File: src/rtl/fminmax_pkg.sv
// Shared types and constants for the floating-point min/max unit.
package fminmax_pkg;

    // Operation select; bit 1 selects NaN propagation, bit 0 selects max.
    typedef enum logic [1:0] {
        OP_MINNUM  = 2'b00,
        OP_MAXNUM  = 2'b01,
        OP_MINIMUM = 2'b10,
        OP_MAXIMUM = 2'b11
    } op_e;

    // Operand classes.
    typedef enum logic [2:0] {
        CLS_ZERO,
        CLS_SUB,
        CLS_NORM,
        CLS_INF,
        CLS_QNAN,
        CLS_SNAN
    } cls_e;

    // Bit positions inside the 5-bit status word {NV,DZ,OF,UF,NX}.
    localparam int ST_NV = 4;
    localparam int ST_DZ = 3;
    localparam int ST_OF = 2;
    localparam int ST_UF = 1;
    localparam int ST_NX = 0;

    // Canonical quiet NaN (sign 0, exponent all ones, mantissa MSB only),
    // right-aligned in 64 bits; callers keep the low W bits.
    function automatic logic [63:0] canon_nan(int expo_w, int mant_w);
        logic [63:0] r;
        r = '0;
        for (int i = 0; i < 64; i++) begin
            if (i >= mant_w - 1 && i < mant_w + expo_w) r[i] = 1'b1;
        end
        return r;
    endfunction

endpackage

File: src/rtl/fminmax_if.sv
// Operation/result bus of the min/max unit.
// Handshake: a transfer happens on a rising edge where valid && ready on that
// side; the producer holds its payload stable while valid && !ready.
interface fminmax_if #(
    parameter int W     = 32,
    parameter int TAG_W = 4
);
    logic             in_valid;
    logic             in_ready;
    logic [W-1:0]     ina;
    logic [W-1:0]     inb;
    logic [1:0]       op;
    logic [TAG_W-1:0] in_tag;
    logic             out_valid;
    logic             out_ready;
    logic [W-1:0]     res;
    logic [4:0]       status;
    logic [TAG_W-1:0] out_tag;

    modport master (
        output in_valid, ina, inb, op, in_tag, out_ready,
        input  in_ready, out_valid, res, status, out_tag
    );

    modport slave (
        input  in_valid, ina, inb, op, in_tag, out_ready,
        output in_ready, out_valid, res, status, out_tag
    );
endinterface

File: src/rtl/fminmax_core.sv
// Combinational classify / compare / select for one min/max operation.
module fminmax_core
    import fminmax_pkg::*;
#(
    parameter int SIGN_W = 1,
    parameter int EXPO_W = 8,
    parameter int MANT_W = 23,
    localparam int W = SIGN_W + EXPO_W + MANT_W
) (
    input  logic [W-1:0] a,
    input  logic [W-1:0] b,
    input  logic [1:0]   op,
    output logic [W-1:0] res,
    output logic [4:0]   status
);

    localparam logic [63:0] CANON_FULL = canon_nan(EXPO_W, MANT_W);

    function automatic cls_e classify(logic [W-1:0] x);
        logic [EXPO_W-1:0] e;
        logic [MANT_W-1:0] m;
        e = x[MANT_W +: EXPO_W];
        m = x[MANT_W-1:0];
        if (&e) begin
            if (m == '0)          return CLS_INF;
            else if (m[MANT_W-1]) return CLS_QNAN;
            else                  return CLS_SNAN;
        end else if (e == '0) begin
            return (m == '0) ? CLS_ZERO : CLS_SUB;
        end
        return CLS_NORM;
    endfunction

    cls_e cls_a, cls_b;
    op_e  op_v;
    logic nan_a, nan_b, snan_a, snan_b;
    logic a_lt_b, take_a, is_max, propagate;

    assign op_v      = op_e'(op);
    assign cls_a     = classify(a);
    assign cls_b     = classify(b);
    assign snan_a    = (cls_a == CLS_SNAN);
    assign snan_b    = (cls_b == CLS_SNAN);
    assign nan_a     = snan_a || (cls_a == CLS_QNAN);
    assign nan_b     = snan_b || (cls_b == CLS_QNAN);
    assign is_max    = (op_v == OP_MAXNUM) || (op_v == OP_MAXIMUM);
    assign propagate = (op_v == OP_MINIMUM) || (op_v == OP_MAXIMUM);

    // Sign-magnitude order on non-NaN values; differing signs put -0 below +0.
    always_comb begin
        if (a[W-1] != b[W-1])  a_lt_b = a[W-1];
        else if (!a[W-1])      a_lt_b = (a[W-2:0] < b[W-2:0]);
        else                   a_lt_b = (a[W-2:0] > b[W-2:0]);
    end

    // min takes A when A<B, max takes A when !(A<B); equal values are identical bits.
    assign take_a = a_lt_b ^ is_max;

    // Result selection and flags; the result is always a verbatim operand or canonical NaN.
    always_comb begin
        res    = take_a ? a : b;
        status = '0;
        if (nan_a || nan_b) begin
            if (propagate || (nan_a && nan_b)) res = CANON_FULL[W-1:0];
            else if (nan_a)                    res = b;
            else                               res = a;
        end
        status[ST_NV] = snan_a || snan_b;
        // Selection never divides, overflows, underflows or rounds.
        status[ST_DZ] = 1'b0;
        status[ST_OF] = 1'b0;
        status[ST_UF] = 1'b0;
        status[ST_NX] = 1'b0;
    end

endmodule

File: src/rtl/fminmax_pipe.sv
// Pipelined floating-point min/max unit with elastic valid/ready stages.
module fminmax_pipe
    import fminmax_pkg::*;
#(
    parameter int SIGN_W = 1,
    parameter int EXPO_W = 8,
    parameter int MANT_W = 23,
    parameter int STAGES = 2,
    parameter int TAG_W  = 4,
    localparam int W = SIGN_W + EXPO_W + MANT_W
) (
    input  logic     clk,
    input  logic     rst,
    input  logic     flush,
    fminmax_if.slave bus
);

    logic [W-1:0]     core_res;
    logic [4:0]       core_status;
    logic [STAGES-1:0] v;
    logic [STAGES-1:0] rdy;
    logic [W-1:0]     res_q [STAGES];
    logic [4:0]       st_q  [STAGES];
    logic [TAG_W-1:0] tag_q [STAGES];
    logic             take;

    fminmax_core #(
        .SIGN_W (SIGN_W),
        .EXPO_W (EXPO_W),
        .MANT_W (MANT_W)
    ) u_core (
        .a      (bus.ina),
        .b      (bus.inb),
        .op     (bus.op),
        .res    (core_res),
        .status (core_status)
    );

    // Per-stage ready: a stage can load when empty or when its successor can.
    always_comb begin
        logic chain;
        chain = bus.out_ready;
        rdy   = '0;
        for (int i = STAGES - 1; i >= 0; i--) begin
            chain  = !v[i] || chain;
            rdy[i] = chain;
        end
    end

    assign take = bus.in_valid && !flush;

    // Stage registers: stage 0 captures the core result, later stages forward.
    always_ff @(posedge clk or posedge rst) begin
        if (rst) begin
            v <= '0;
            for (int i = 0; i < STAGES; i++) begin
                res_q[i] <= '0;
                st_q[i]  <= '0;
                tag_q[i] <= '0;
            end
        end else begin
            if (rdy[0]) begin
                v[0] <= take;
                if (take) begin
                    res_q[0] <= core_res;
                    st_q[0]  <= core_status;
                    tag_q[0] <= bus.in_tag;
                end
            end
            for (int i = 1; i < STAGES; i++) begin
                if (rdy[i]) begin
                    v[i] <= v[i-1];
                    if (v[i-1]) begin
                        res_q[i] <= res_q[i-1];
                        st_q[i]  <= st_q[i-1];
                        tag_q[i] <= tag_q[i-1];
                    end
                end
            end
            if (flush) v <= '0;
        end
    end

    // The flush cycle discards its input, so the unit always reads as ready then.
    assign bus.in_ready  = flush || rdy[0];
    assign bus.out_valid = v[STAGES-1];
    assign bus.res       = res_q[STAGES-1];
    assign bus.status    = st_q[STAGES-1];
    assign bus.out_tag   = tag_q[STAGES-1];

endmodule

File: src/flat_wrapper.sv
// flat-port wrapper written by rule: the top's interface ports become plain ports
module fminmax_pipe_flat import fminmax_pkg::*;
#(
    parameter int SIGN_W = 1,
    parameter int EXPO_W = 8,
    parameter int MANT_W = 23,
    parameter int STAGES = 2,
    parameter int TAG_W  = 4,
    localparam int W = SIGN_W + EXPO_W + MANT_W
)
  (clk, rst, flush, bus_in_valid, bus_ina, bus_inb, bus_op, bus_in_tag, bus_out_ready, bus_in_ready, bus_out_valid, bus_res, bus_status, bus_out_tag);
  fminmax_if #(.W(32), .TAG_W(TAG_W)) bus_i ();
  input  logic clk;
  input  logic rst;
  input  logic flush;
  input wire logic [$bits(bus_i.in_valid)-1:0] bus_in_valid;
  input wire logic [$bits(bus_i.ina)-1:0] bus_ina;
  input wire logic [$bits(bus_i.inb)-1:0] bus_inb;
  input wire logic [$bits(bus_i.op)-1:0] bus_op;
  input wire logic [$bits(bus_i.in_tag)-1:0] bus_in_tag;
  input wire logic [$bits(bus_i.out_ready)-1:0] bus_out_ready;
  output wire logic [$bits(bus_i.in_ready)-1:0] bus_in_ready;
  output wire logic [$bits(bus_i.out_valid)-1:0] bus_out_valid;
  output wire logic [$bits(bus_i.res)-1:0] bus_res;
  output wire logic [$bits(bus_i.status)-1:0] bus_status;
  output wire logic [$bits(bus_i.out_tag)-1:0] bus_out_tag;
  assign bus_i.in_valid = bus_in_valid;
  assign bus_i.ina = bus_ina;
  assign bus_i.inb = bus_inb;
  assign bus_i.op = bus_op;
  assign bus_i.in_tag = bus_in_tag;
  assign bus_i.out_ready = bus_out_ready;
  assign bus_in_ready = bus_i.in_ready;
  assign bus_out_valid = bus_i.out_valid;
  assign bus_res = bus_i.res;
  assign bus_status = bus_i.status;
  assign bus_out_tag = bus_i.out_tag;
  fminmax_pipe #(.SIGN_W(SIGN_W), .EXPO_W(EXPO_W), .MANT_W(MANT_W), .STAGES(STAGES), .TAG_W(TAG_W)) u_core (.clk(clk), .rst(rst), .flush(flush), .bus(bus_i));
endmodule
File: config.mk
export PLATFORM = sky130hd
export DESIGN_NAME = fminmax_pipe_flat
export DESIGN_NICKNAME = d
export VERILOG_FILES = /design/src/rtl/fminmax_pkg.sv /design/src/rtl/fminmax_if.sv /design/src/rtl/fminmax_core.sv /design/src/rtl/fminmax_pipe.sv /design/src/flat_wrapper.sv
export SDC_FILE = /design/constraint.sdc
export NUM_CORES = 1
export LEC_CHECK = 0
export ABC_AREA = 1
export CORE_MARGIN = 2
export CORE_UTILIZATION = 30
export CTS_CLUSTER_DIAMETER = 100
export DETAILED_ROUTE_END_ITERATION = 8
export PLACE_DENSITY = 0.6
export SLEW_MARGIN = 5
export SYNTH_ARGS = -nofsm -noshare
export SYNTH_HDL_FRONTEND = slang
export SYNTH_SLANG_ARGS = --single-unit
File: constraint.sdc
create_clock -name clk -period 5.9 [get_ports clk]
set_clock_uncertainty 0.1 [all_clocks]
set_input_delay 1.77 -clock clk [delete_from_list [all_inputs] [get_ports clk]]
set_output_delay 1.77 -clock clk [all_outputs]
set_load 0.02 [all_outputs]
==> out/qor.yml <==
logic_synthesis:
  synth_area_leaders: "dfrtp_1, nand3_2, mux2_2, ha_1, nand2_1"
  yosys_warnings: 0
  synth_cells: 716
  yosysUniqueCellTypes: 34
  synth_most_common_cell: "nand2_1"
  yosysSeqAreaShare_pct: 31.5
  synthFlopType: "dfrtp_1"
  synth_edf_count: 0
  synth_common_cells: "nand2_1, inv_1, dfrtp_1, nand3_2"
  syn_avg_cell_area_um2: 8.42
  synth_area_um2: 6030
  synthDominantCellAreaShare_pct: 31.5
  synth_area_leader_cell: "dfrtp_1"
  synthArstFlopShare_pct: 100
  ys_seq_elements: 76
cells_and_area:
  synthToLayoutAreaGrowth_pct: 21.5
  diodes: 0
  layout-drive-gt1-share_pct: 23.3
  stdcell_count: 1043
  layout.nets: 879
global_route:
  grt_usage_pct: 15.8
  antenna_found_initial: 0
  grt_max_degree: 47
  grt_pass1_wl_um: 26500
  grt_pass1_vias: 4829
  grt_overflow: 0
drt:
  drc: 0
  wl_um: 16300
  num_vias: 4855
  drt-vias-per-instance: 4.65
  drt-pass1-iter-count: 7
  drt_iter0_markers: 336
  antenna_left: 0
  wl_per_cell_um: 15.6
cts:
  cts_sinks: 76
  cts_tree: "built"
  cts_resized: 0
  htreeDepth: 3
  post-cts-setup-buffer-count: 0
  cts_buffer_depth: 2
  root_buffer: "clkbuf_16"
  clk_pin_slew_ps: 60
  cts_buffers: 9
  clk-insertion-delay-late_ps: 350
  cts_hold_buffers: 0
critical_path:
  crit_path_max_fanout: 3
  worst-r2r-cell-count: 8
  reg2reg_to: "u_core.res_q[52]"
  worst-setup-path-type: "in2out"
  worstPathRequired_ps: 4030
  rrSetupSlack_ps: 4000
  arrival_ps: 3270
  r2r_start: "u_core.v[1]"
  crit_path_start_kind: "input pin"
  end_kind: "output pin"
floorplanning:
  core_area_um2: 19600
  io_pins: 118
  die_y_um: 146
  start_util_pct: 30.8
  row_count: 51
  die_w_um: 146
  die_area_um2: 21200
timing:
  maxSlewHeadroom_pct: 34.1
  layout_min_cycle_time_ps: 5140
  tns_ps: 0
  tightest_slew_ps: 984
  rsz0062_at_grt: "no"
  fmax_mhz: 195
  setup_viol: 0
  finalCritPeriodShare_pct: 87.1
  drv_slew: 0
  hold_viol_final: 0
power_and_ir_drop:
  p_leak_uw: 0.00347
  power_density_nw_per_um2: 276
  ir_drop_v: 0.000106
outcome:
  outcome: "finished clean"
placement:
  hpwlAfterDp_um: 11700
  port_buffers: 113
  finalWeightedCongestion: 0.798
  dp.cells: 1027
min_path:
  hold_start: "u_core.bus.out_tag[1]"
  whs_endpoint: "u_core.bus.out_tag[1]"
  hold_path.class: "reg2reg"
  hold_depth: 2
run:
  max-cap-violations: 0
[layer usage]
| layer | share of wire, % | track usage [%] |
|---|---|---|
| met5 | 0 | 0 |
| met3 | 4.6 | 3.29 |
| met1 | 48 | 21.5 |
| met4 | 1.3 | 4.56 |
| met2 | 46 | 25.4 |
[cells in the final DEF (no fill, tap or decap), types with 3 or more instances in the layout]
cell type and count:
clkdlybuf4s50_1 113, nand2_1 98, inv_1 90, dfrtp_1 76, nand3_2 64, a21oi_1 46, nor2_1 44, nand3_1 37
o21ai_0 36, mux2_2 35, ha_1 31, a21oi_2 30, nand4_1 12, clkbuf_16 9, nand2_2 7, nor2_2 5
nand2_4 5, buf_4 5, inv_2 4, conb_1 4, nor3_1 3, nor4_1 3
[where the power goes]
part / internal [uW] / switching, uW / total [uW]
logic: 326 / 356 / 682
registers: 641 / 62.8 / 703
clock network: 387 / 249 / 636
total: 1350 / 669 / 2020
[worst max-delay path by stage]
| stage | from | endpoint | slack [ps] | cells past startpoint |
|---|---|---|---|---|
| after floorplan | bus_out_ready | bus_in_ready | 1710 | 5 |
| after global placement | bus_out_ready | bus_in_ready | 770 | 7 |
| after detailed placement | bus_out_ready | bus_in_ready | 760 | 7 |
| after CTS | bus_out_ready | bus_in_ready | 750 | 7 |
| after global routing | bus_out_ready | bus_in_ready | 640 | 7 |
| final | bus_out_ready | bus_in_ready | 760 | 7 |
[registers in the layout (all words and copies together) (netlist names)]
name and flops:
u_core.bus.out_tag 4, u_core.bus.res 32, u_core.bus.status 1, u_core.res_q 32, u_core.st_q 1, u_core.tag_q 4
u_core.v 2
[final cells by class]
cell class,count,area (um^2)
clock inverters,6,96.3
clock buffers,10,239
multi-input cells,473,3230
inverters,95,358
repair buffers,118,1170
well taps,265,332
flip-flops and latches,76,1900
fillers,2055,12300
[metrics by stage]
step | total power, uW | setup slack [ps] | util (%) | area, um^2 | hold slack (ps)
6_report | 2020 | 761 | 37.4 | 7320 | 383
5_1_grt | 2130 | 644 | 37.4 | 7320 | 415
4_1_cts | 2050 | 752 | 37.4 | 7320 | 384
3_5_place_dp | 1400 | 758 | 35.7 | 6990 | 366
3_3_place_gp | 1390 | 766 | 35.7 | 6990 | 366
2_1_floorplan | 1230 | 1710 | - | 6040 | 345
[critical path: stages]
cell and delay, ps:
clkdlybuf4s50_1 400, inv_1 50, nand2_1 80, nor2_1 100, inv_1 50, or2_2 280, clkdlybuf4s50_1 540
[cell families after synthesis]
kind of cell | synth area share (%)
compound gates | 11.8
simple gates | 28.3
mux | 6.54
other cells | 0.0622
flops | 31.5
buf+inv | 15.1
fa+ha+maj | 6.60
No activity file was read; power rests on OpenSTA's default activity.
